$ cat src/rtl/xor4_gate_pkg.sv
// ----------------------------------------------------------------------------
// xor4_gate_pkg
// Shared constants and helpers for the registered 4-input XOR parity cell.
//   N_IN       number of parity inputs (fixed at 4)
//   CNT_W      width of the ones-count output (holds 0..4)
//   F_RST      reset value of the registered parity
//   CNT_RST    reset value of the registered ones-count
//   count_ones zero-extended population count of an N_IN-bit vector
// ----------------------------------------------------------------------------
package xor4_gate_pkg;

   localparam int N_IN  = 4;
   localparam int CNT_W = 3;

   localparam logic             F_RST   = 1'b0;
   localparam logic [CNT_W-1:0] CNT_RST = '0;

   function automatic logic [CNT_W-1:0] count_ones(input logic [N_IN-1:0] v);
      logic [CNT_W-1:0] s;
      s = '0;
      for (int i = 0; i < N_IN; i++) begin
         s = s + {{(CNT_W-1){1'b0}}, v[i]};
      end
      return s;
   endfunction

endpackage : xor4_gate_pkg

$ cat src/rtl/xor4_gate_core.sv
// ----------------------------------------------------------------------------
// xor4_gate_core
// Purely combinational parity / ones-count of four input bits.
//   i_a..i_d  input bits, i_a is the MSB of {a,b,c,d}
//   o_f       a ^ b ^ c ^ d (1 when an odd number of inputs are set)
//   o_cnt     number of set inputs, 0..4
// ----------------------------------------------------------------------------
module xor4_gate_core
   import xor4_gate_pkg::*;
(
   input  logic             i_a,
   input  logic             i_b,
   input  logic             i_c,
   input  logic             i_d,
   output logic             o_f,
   output logic [CNT_W-1:0] o_cnt
);

   logic [N_IN-1:0] vec;

   assign vec   = {i_a, i_b, i_c, i_d};
   assign o_f   = i_a ^ i_b ^ i_c ^ i_d;
   assign o_cnt = count_ones(vec);

endmodule : xor4_gate_core

$ cat src/rtl/xor4_gate_equation.sv
// ----------------------------------------------------------------------------
// xor4_gate_equation
// Registered 4-input XOR (odd parity) cell with a ones-count side output and
// a combinational parity copy for same-cycle consumers.
//   i_clk     rising-edge clock
//   i_rst     synchronous active-high reset (clears all registered outputs)
//   i_a..i_d  input bits, i_a is the MSB of {a,b,c,d}
//   o_f_comb  combinational a^b^c^d, never reset
//   o_f       registered parity
//   o_cnt     registered ones-count (0..4)
//   o_valid   high once the registered outputs hold a post-reset sample
// Build option:
//   XOR4_GATE_EQUATION_PIPE_EN  adds a second register stage (latency 2);
//                               undefined gives a single stage (latency 1).
// ----------------------------------------------------------------------------
module xor4_gate_equation
   import xor4_gate_pkg::*;
(
   input  logic             i_clk,
   input  logic             i_rst,
   input  logic             i_a,
   input  logic             i_b,
   input  logic             i_c,
   input  logic             i_d,
   output logic             o_f_comb,
   output logic             o_f,
   output logic [CNT_W-1:0] o_cnt,
   output logic             o_valid
);

   logic             f_p0;
   logic [CNT_W-1:0] cnt_p0;

   xor4_gate_core u_core (
      .i_a   (i_a),
      .i_b   (i_b),
      .i_c   (i_c),
      .i_d   (i_d),
      .o_f   (f_p0),
      .o_cnt (cnt_p0)
   );

   assign o_f_comb = f_p0;

   // ---- stage p0 -> p1: first register stage ----
   logic             f_p1;
   logic [CNT_W-1:0] cnt_p1;
   logic             vld_p1;

   // Data is reset here as well so the outputs are defined from the first
   // reset edge, even while the inputs are still unknown.
   always_ff @(posedge i_clk) begin
      if (i_rst) begin
         f_p1   <= F_RST;
         cnt_p1 <= CNT_RST;
         vld_p1 <= 1'b0;
      end else begin
         f_p1   <= f_p0;
         cnt_p1 <= cnt_p0;
         vld_p1 <= 1'b1;
      end
   end

`ifdef XOR4_GATE_EQUATION_PIPE_EN
   // ---- stage p1 -> p2: optional second register stage ----
   logic             f_p2;
   logic [CNT_W-1:0] cnt_p2;
   logic             vld_p2;

   // Reset clears this stage too, so a sample caught in p1 at reset is lost.
   always_ff @(posedge i_clk) begin
      if (i_rst) begin
         f_p2   <= F_RST;
         cnt_p2 <= CNT_RST;
         vld_p2 <= 1'b0;
      end else begin
         f_p2   <= f_p1;
         cnt_p2 <= cnt_p1;
         vld_p2 <= vld_p1;
      end
   end

   assign o_f     = f_p2;
   assign o_cnt   = cnt_p2;
   assign o_valid = vld_p2;
`else
   assign o_f     = f_p1;
   assign o_cnt   = cnt_p1;
   assign o_valid = vld_p1;
`endif

endmodule : xor4_gate_equation

$ cat config.mk
export PLATFORM = sky130hd
export DESIGN_NAME = xor4_gate_equation
export DESIGN_NICKNAME = d
export VERILOG_FILES = /design/src/rtl/xor4_gate_pkg.sv /design/src/rtl/xor4_gate_core.sv /design/src/rtl/xor4_gate_equation.sv
export SDC_FILE = /design/constraint.sdc
export NUM_CORES = 1
export LEC_CHECK = 0
export CAP_MARGIN = 20
export CORE_AREA = 2 2 39 41
export CTS_CLUSTER_DIAMETER = 120
export DETAILED_ROUTE_END_ITERATION = 10
export DIE_AREA = 0 0 41 43
export PLACE_DENSITY = 0.38
export SYNTH_ARGS = -nofsm -noshare
export SYNTH_HDL_FRONTEND = slang
export SYNTH_SLANG_ARGS = --single-unit
$ cat constraint.sdc
create_clock -name i_clk -period 4.7 [get_ports i_clk]
set_input_delay 1.41 -clock i_clk [delete_from_list [all_inputs] [get_ports i_clk]]
set_output_delay 1.41 -clock i_clk [all_outputs]
set_load 0.02 [all_outputs]
# Yosys cells after proc, flatten, opt, wreduce, memory -nomap -nowiden

Cells that the tools add are included.

Logic and storage cells: 10
Output and inout port bits: 6
Bits of input ports: 6
Register bits after elaboration: 5

Muxes and demuxes: 1
Add/subtract/negate cells: 3
Bitwise logic cells: 3

Operators by type and width:

| cell          | count |
|---|---|
| $add A3 B1 Y3 | 2 |
| $xor A1 B1 Y1 | 3 |
| $add A1 B1 Y2 | 1 |
| $mux W1       | 1 |

# Longest topological paths before layout

Gate-level depths: netlist of the first run.

Word-level depth: 3
Depth in mapped cells: 4
Mapped depth without buffers: 4

# Hierarchy

A second synthesis of the first run with hierarchy kept.

Cells, all modules: 20
Area, all modules: 229.0 µm²

By module, submodules not included:

| module             | area an instance (µm²) | times used | cells an instance | sequential area each (µm²) |
|---|---|---|---|---|
| xor4_gate_equation | 128.9                  | 1          | 10                | 100.1 |
| xor4_gate_core     | 100.1                  | 1          | 10                | 0.0 |

# Worst setup path after synthesis of the first run

No wires, ideal clock.

Path kind: input-to-output
From: input i_c
To: output o_f_comb
Path slack: 1.308 ns
Stages: 2
Buffers on the path: 0
Arrival time: 1.982 ns
Data required time: 3.290 ns
Cells stage by stage: xor2_1 > xnor2_1

Word-level cells in the longest chain between the ends: 2

Ends and longest elaborated chain:

| what                        | line                     | text |
|---|---|---|
| start: declaration          | xor4_gate_equation.sv:23 | `input logic i_c,` |
| $xor A1 B1 Y1 (2 in series) | xor4_gate_core.sv:22     | `assign o_f = i_a ^ i_b ^ i_c ^ i_d;` |
| end: declaration            | xor4_gate_equation.sv:25 | `output logic o_f_comb,` |

Every way passes these cells.

# Final worst setup path of the first run

From: input i_a
To: output o_f_comb

Word-level cells in the longest chain between the ends: 3

Ends and longest elaborated chain:

| what                        | line                     | text |
|---|---|---|
| start: declaration          | xor4_gate_equation.sv:21 | `input logic i_a,` |
| $xor A1 B1 Y1 (3 in series) | xor4_gate_core.sv:22     |  |

Every way passes these cells.

==> results of run 1 <==
[worst max-delay path, cell delays in order]
cell and delay, ns:
clkdlybuf4s50_1 0.53, xnor2_1 0.15, xnor2_1 0.18, clkdlybuf4s50_1 0.65
[where the power goes]
part	internal, mW	total (mW)	switching (mW)
combinational	0.0186	0.0340	0.0154
clock	0.0319	0.0470	0.0150
sequential	0.0466	0.0475	0.000941
[area by class of cell]
type	count	area share [%]
Timing Repair Buffer	11	30.9
Multi-Input combinational cell	10	27.0
Clock buffer	4	7.37
Sequential cell	5	28.1
Inverter	1	1.05
Tap cell	16	5.61
[flip-flops by register name, summed over array words and instances (netlist names)]
register	cells
o_cnt	3
o_valid	1
o_f	1
[cell families (layout without fill, tap and decap cells)]
family / count (synthesis) / count (layout)
flip-flops: 5 / 5
AND/OR/NAND/NOR: 4 / 4
adder cells (fa/ha/maj): 3 / 3
buffers and inverters: 1 / 16
XOR/XNOR: 3 / 3
[stage by stage]
step / cell area (um2) / std cells / utilization, % / total power [mW] / hold slack [ns]
CTS: 357 / 47 / 25.8 / 0.132 / 1.77
global route: 357 / 47 / 25.8 / 0.135 / 1.79
detailed placement: 330 / 43 / 23.9 / 0.0824 / 2.02
floorplan: 200 / 16 / - / 0.0638 / 1.48
global placement: 330 / 43 / 23.9 / 0.0817 / 2.01
finish: 357 / 47 / 25.8 / 0.128 / 1.77
[layout by cell type, fill, tap and decap left out]
cell             instances
and2_1                   1
clkbuf_1                 1
clkbuf_4                 3
clkdlybuf4s50_1         11
dfxtp_1                  5
fa_1                     1
ha_1                     2
inv_1                    1
nor2b_1                  3
xnor2_1                  2
xor2_1                   1
[layer usage]
metal	vias to the layer above	global-route usage, %	part of all wire [%]
li1	79	-	-
met1	73	2.89	36
met2	12	7.81	46
met3	0	1.57	17
met4	0	8.00	0
met5	-	0	0
[final timing paths]
| check | start | endpoint | slack (ns) | cells past startpoint |
|---|---|---|---|---|
| hold / removal | i_rst | o_valid$_DFF_P_ | 1.77 | 2 |
| setup / recovery | i_a | o_f_comb | 0.38 | 4 |
==> impl_metrics.ini, run 1 <==
[layout]
multiInputGateArea_um2 = 96.3
area_growth_pct = 78.1
regArea_um2 = 100
final.fill_count = 146
antenna_cells = 0
layout-drive-gt1-share_pct = 9.68
nets = 41

[floorplanning]
pin_count = 12
dieArea_um2 = 1760
row_count = 14
die-height_um = 43
fp.dieW_um = 41
initial_core_util_pct = 14.5
fp.coreArea_um2 = 1380

[synthesis]
synth_warnings = 0
synth_top_area_cell = dfxtp_1
syn_inst = 16
syn_nets = 25
synthAdderAreaFrac_pct = 22.5
synth_commonest_cells = dfxtp_1 (5), nor2b_1 (3), ha_1 (2), xnor2_1 (2)
yosysMostFrequentCell = dfxtp_1
synth_compound_area_share_pct = 0
yosysSeqAreaShare_pct = 50.0
synth.area.top_cells = dfxtp_1 (50%), ha_1 (13%), fa_1 (10%)
synth_xor_area_share_pct = 13.1
synthMuxAreaShare_pct = 0
ys_async_sr_fraction_pct = 0
syn_area_um2 = 200
synth-edff-count = 0
syn_area_per_cell_um2 = 12.5
yosys.cell_types.count = 8
synth_top_family_by_area = adder cells
ys_ff_latch = 5
yosysTopAreaCellShare_pct = 50.0
synthFlopType = dfxtp_1
synth-simple-area-share_pct = 12.5

[timing]
slew_violations = 0
finalCritPeriodShare_pct = 91.9
timing.slew.headroom_pct = 85.2
worst_pin_slew_ns = 0.220
fin_crit_ns = 4.32
rsz0062_at_grt = no
hold_viol = 0
setup_tns_ns = 0
worst_slack_ns = 0.382
fmax_mhz = 232
setup_viol = 0

[worst_setup_path]
start_kind = input port
worstPathMaxFanout = 2
crit_arrival_ns = 2.91
crit_required_ns = 3.29
critPathKind = in -> out
worstSetupEndpointType = output port

[clocking]
post_cts_buffers = 0
cts_tree = built
postCtsResizedCells = 0
htreeDepth = 1
clk_pin_slew_ns = 0.04
cts_made_buffers = 3
numClockSinks = 5
root_buffer = clkbuf_4
cts_hold_buffers = 0
cts_buffer_depth = 2

[detailed_routing]
vias_per_cell = 3.49
wl_um = 358
first_pass_iters = 1
drc = 0
num_vias = 164
drtIter0Drc = 0
wl_per_cell_um = 7.62
ant_nets = 0

[power]
pwr_density_cell_nw_per_um2 = 360
ir_drop_uv = 77.4
p_leak_nw = 0.145

[placement]
place_ws_ns = 0.380
gp_congestion = 0.550
port_buffers = 11

[global_route]
gr-total-overflow = 0
antenna_found_initial = 0
grt_pass1_vias = 160
grt_max_degree = 5
grt.total_usage_pct = 4.92
grt_pass1_wl_um = 517

[worst_hold_path]
hold_path_class = in -> reg

[outcome]
status = finished clean

[flow_run]
max-cap-violations = 0
(Power assumes the default switching activity.)
==> inputs of run 2 (changes only) <==
CAP_MARGIN = 25   (was 20)
CTS_CLUSTER_SIZE = 25   (was default)
RECOVER_POWER = 25   (was default)
==> run 2 against run 1 <==
  * Sequential power about the same
  * Routed wire length is 0.56% lower
  * Core utilization did not move
  * Cell count stayed put
  * Sequential share of layout area stayed put
  * Sequential cell count is the same
  * Clock power is essentially flat
  * Combinational power is essentially flat
  * Via count unchanged
  * Hold slack improved by 0.12 ns
  * Cell area did not move
  * Non-clock buffer count stayed put
==> impl_metrics.ini, run 2 (synthesis results as in run 1) <==
[detailed_routing]
vias_per_cell = 3.49
wl_um = 356
num_vias = 164
ant_nets = 0
wl_per_cell_um = 7.57
drtIter0Drc = 0
first_pass_iters = 1
drc = 0

[worst_setup_path]
path_delay_family = buffers and inverters
worstPathMaxFanout = 2
start_kind = input port
crit_arrival_ns = 3.03
critical_path_buf_inv_count = 2
worstSetupEndpointType = output port
crit_top_cell = xnor2_1
path_cells = dlygate4sd3_1 > xnor2_1 > xnor2_1 > clkdlybuf4s50_1
critPathKind = in -> out
critPathMaxStageDelay_ns = 0.65
crit_required_ns = 3.29
cp_slowest_cell = clkdlybuf4s50_1

[clocking]
cts_tree = built
htreeDepth = 1
postCtsResizedCells = 0
numClockSinks = 5
root_buffer = clkbuf_4
cts_made_buffers = 3
post_cts_buffers = 0
cts_hold_buffers = 0
clk_pin_slew_ns = 0.04
cts_buffer_depth = 2

[floorplanning]
pin_count = 12
row_count = 14
fp.coreArea_um2 = 1380
die-height_um = 43
fp.dieW_um = 41
initial_core_util_pct = 14.5
dieArea_um2 = 1760

[layout]
area_growth_pct = 78.1
largest_register_ffs = 3
fin_area_um2 = 357
layout-drive-gt1-share_pct = 9.68
antenna_cells = 0
layout_commonest_cell = clkdlybuf4s50_1
final_cell_mix = clkdlybuf4s50_1 (9), dfxtp_1 (5), nor2b_1 (3), clkbuf_4 (3)
nets = 41

[timing]
finalCritPeriodShare_pct = 94.4
fmax_mhz = 225
rsz0062_at_grt = no
fin_crit_ns = 4.44
worst_pin_slew_ns = 0.220
slew_violations = 0
setup_tns_ns = 0
setup_viol = 0
hold_viol = 0
timing.slew.headroom_pct = 85.2

[power]
ir_drop_uv = 76.5
p_leak_nw = 0.145
pwr_density_cell_nw_per_um2 = 359

[placement]
port_buffers = 11
gp_congestion = 0.550
placed_area_um2 = 330

[global_route]
gr-total-overflow = 0
antenna_found_initial = 0
grt.total_usage_pct = 4.92
grt_max_degree = 5
grt_pass1_vias = 160
grt_pass1_wl_um = 517

[outcome]
status = finished clean

[flow_run]
max-cap-violations = 0

[worst_hold_path]
hold_path_class = in -> reg
## run 2: changes by cell type in the layout (fill, tap and decap cells not counted)
| cell | change |
|---|---|
| dlygate4sd3_1 | +2 |
| clkdlybuf4s50_1 | -2 |
## run 2: final timing paths
kind / startpoint / endpoint / slack, ns / cells past startpoint
setup / recovery: i_a / o_f_comb / 0.26 / 4
hold / removal: i_rst / o_cnt[2]$_SDFF_PP0_ / 1.88 / 2
## run 2: where the power goes
group | internal, mW | switching, mW | leakage [nW]
Clock | 0.0319 | 0.0150 | 0.0150
Sequential | 0.0466 | 0.000957 | 0.0416
Combinational | 0.0183 | 0.0154 | 0.0889
## run 2: per-stage QoR
step | hold slack [ns] | std cells | util [%] | total power [mW] | setup slack [ns]
2_1_floorplan | 1.48 | 16 | - | 0.0638 | 1.31
3_3_place_gp | 2.01 | 43 | 23.9 | 0.0817 | 0.396
3_5_place_dp | 2.02 | 43 | 23.9 | 0.0824 | 0.380
4_1_cts | 1.77 | 47 | 25.8 | 0.132 | 0.370
5_1_grt | 1.90 | 47 | 25.8 | 0.135 | 0.176
6_report | 1.88 | 47 | 25.8 | 0.128 | 0.265
## run 2: metal layers
layer / vias up / routed length (um) / GRT usage (%)
met5: - / 0 / 0
met4: 0 / 0 / 8.00
met3: 0 / 61 / 1.57
met2: 12 / 165 / 7.81
met1: 73 / 129 / 2.89
li1: 79 / - / -
## run 2: area by class of cell
class | instances | area (um2)
Multi-Input combinational cell | 10 | 96.3
Timing Repair Buffer | 11 | 110
Sequential cell | 5 | 100
Fill cell | 146 | 1030
Clock buffer | 4 | 26.3
Tap cell | 16 | 20.0
Inverter | 1 | 3.75
==> inputs of run 3 (changes only) <==
--- a/config.mk
+++ b/config.mk
@@ -13,3 +13,3 @@
 export DIE_AREA = 0 0 41 43
-export PLACE_DENSITY = 0.38
+export PLACE_DENSITY = 0.4
 export RECOVER_POWER = 25
@@ -17,2 +17,3 @@
 export SYNTH_HDL_FRONTEND = slang
+export SYNTH_HIERARCHICAL = 1
 export SYNTH_SLANG_ARGS = --single-unit
--- a/constraint.sdc
+++ b/constraint.sdc
@@ -3,2 +3,2 @@
 set_output_delay 1.41 -clock i_clk [all_outputs]
-set_load 0.02 [all_outputs]
+set_load 0.01 [all_outputs]
==> run 3 against run 2 <==
  * Sequential share of layout area is 2.1 points lower
  * Cell area up 8.1%
  * Synthesized area increased by 14%
  * Die area did not move
  * Cell count rose by 8.5%
  * Sequential cell count unchanged
  * Non-clock buffer count stayed put
  * Critical path depth is the same
  * Total power is 0.22% lower
  * Via count up 8.5%
  * Core utilization is 2.1 points higher
  * Maximum frequency barely moved
  * Highest routed layer unchanged
==> impl_metrics.ini, run 3 <==
[outcome]
status = finished clean

[detailed_routing]
drtIter0Drc = 0
wl_per_cell_um = 8.20
vias_per_cell = 3.49
drc = 0
wl_um = 418
ant_nets = 0
first_pass_iters = 1
num_vias = 178

[worst_setup_path]
start_kind = input port
path_cells = clkdlybuf4s50_1 > ha_1 > xor3_1 > clkdlybuf4s50_1
crit_top_cell = clkdlybuf4s50_1
critPathMaxStageDelay_ns = 0.49
crit_arrival_ns = 3.03
cp_slowest_cell = clkdlybuf4s50_1
worstSetupEndpointType = output port
critPathKind = in -> out
worstPathMaxFanout = 2
crit_required_ns = 3.29

[timing]
setup_tns_ns = 0
setup_viol = 0
fmax_mhz = 225
slew_violations = 0
worst_pin_slew_ns = 0.179
timing.slew.headroom_pct = 88.0
fin_crit_ns = 4.44
finalCritPeriodShare_pct = 94.4
hold_viol = 0
rsz0062_at_grt = no

[power]
pwr_density_cell_nw_per_um2 = 332
p_leak_nw = 0.188
ir_drop_uv = 93.6
power.total_mw = 0.128

[global_route]
gr-total-overflow = 0
grt_max_degree = 6
grt_pass1_wl_um = 593
antenna_found_initial = 0
grt.total_usage_pct = 5.74
grt_pass1_vias = 180

[synthesis]
ys_async_sr_fraction_pct = 0
yosysTopAreaCellShare_pct = 43.7
synth_top_area_cell = dfxtp_1
synth_commonest_cells = inv_1 (6), dfxtp_1 (5), nor2b_1 (4)
synth.area.top_cells = dfxtp_1 (44%), ha_1 (16%), nor2b_1 (11%)
syn_inst = 20
syn_nets = 30
syn_area_per_cell_um2 = 11.4
ys_ff_latch = 5
synth-edff-count = 0
syn_area_um2 = 229
yosys.cell_types.count = 6
yosysSeqAreaShare_pct = 43.7
synthFlopType = dfxtp_1
yosysMostFrequentCell = inv_1
synth_warnings = 6

[clocking]
postCtsResizedCells = 0
numClockSinks = 5
cts_buffer_depth = 2
post_cts_buffers = 0
root_buffer = clkbuf_4
cts_tree = built
cts_made_buffers = 3
clk_pin_slew_ns = 0.04
htreeDepth = 1
cts_hold_buffers = 0

[floorplanning]
fp.coreArea_um2 = 1380
row_count = 14
dieArea_um2 = 1760
die-height_um = 43
fp.dieW_um = 41
initial_core_util_pct = 16.5
pin_count = 12

[worst_hold_path]
hold_path_class = in -> reg
holdPathStages = 2
hold_start = i_rst
holdPathEnd = o_valid$_DFF_P_

[layout]
area_growth_pct = 68.3
layout-drive-gt1-share_pct = 8.57
nets = 46
final_cell_mix = clkdlybuf4s50_1 (9), inv_1 (6), dfxtp_1 (5), nor2b_1 (4)
largest_register_ffs = 3
antenna_cells = 0
layout_commonest_cell = clkdlybuf4s50_1

[placement]
port_buffers = 11
gp_congestion = 0.541

[flow_run]
max-cap-violations = 0
-- run 3: changes by cell type in the layout (fill, tap and decap cells not counted) --
cell     before  now
and2_1        1    0
xnor2_1       2    0
xor3_1        0    1
ha_1          2    3
nor2b_1       3    4
xor2_1        1    0
inv_1         1    6
-- run 3: cell type report --
class	count	area (um2)
repair buffers	11	110
clock buffers	4	26.3
inverters	6	22.5
multi-input cells	9	106
well taps	16	20.0
flip-flops and latches	5	100
fillers	147	998
-- run 3: worst max-delay path, delay by kind of cell --
family                   cells  cell delay [ns]
XOR/XNOR                     1             0.38
buffers and inverters        2             0.92
adder cells (fa/ha/maj)      1             0.32
-- run 3: worst max-delay path by stage --
stage	to	cells past startpoint	start
2_1_floorplan	o_f_comb	2	i_a
3_3_place_gp	o_f_comb	4	i_a
3_5_place_dp	o_f_comb	4	i_a
4_1_cts	o_f_comb	4	i_a
5_1_grt	o_f_comb	4	i_a
6_report	o_f_comb	4	i_a
-- run 3: stage by stage --
| step | util [%] | worst slack [ns] | hold WS [ns] | instances | area (um2) |
|---|---|---|---|---|---|
| 6_report | 27.8 | 0.261 | 1.88 | 51 | 385 |
| 4_1_cts | 27.8 | 0.255 | 1.77 | 51 | 385 |
| 2_1_floorplan | - | 1.19 | 1.47 | 20 | 229 |
| 3_3_place_gp | 25.9 | 0.269 | 2.02 | 47 | 359 |
| 3_5_place_dp | 25.9 | 0.270 | 2.01 | 47 | 359 |
| 5_1_grt | 27.8 | 0.225 | 1.91 | 51 | 385 |
-- run 3: layer usage --
layer,up-vias,share of wire [%],GRT usage (%)
met5,-,0,0
li1,87,-,-
met4,0,0,8.00
met3,0,12,1.57
met2,12,51,9.38
met1,79,36,3.90
-- run 3: logic make-up after synthesis --
kind of cell / Yosys count / share of synthesized area (%)
buffers and inverters: 6 / 9.84
flip-flops: 5 / 43.7
adder cells (fa/ha/maj): 4 / 25.1
AND/OR/NAND/NOR: 4 / 10.9
XOR/XNOR: 1 / 10.4
-- run 3: where the power goes --
group          internal [mW]  total [mW]  switching (mW)
clock network         0.0320      0.0482          0.0162
registers             0.0467      0.0477        0.000906
logic                 0.0203      0.0320          0.0117
total                 0.0990       0.128          0.0288
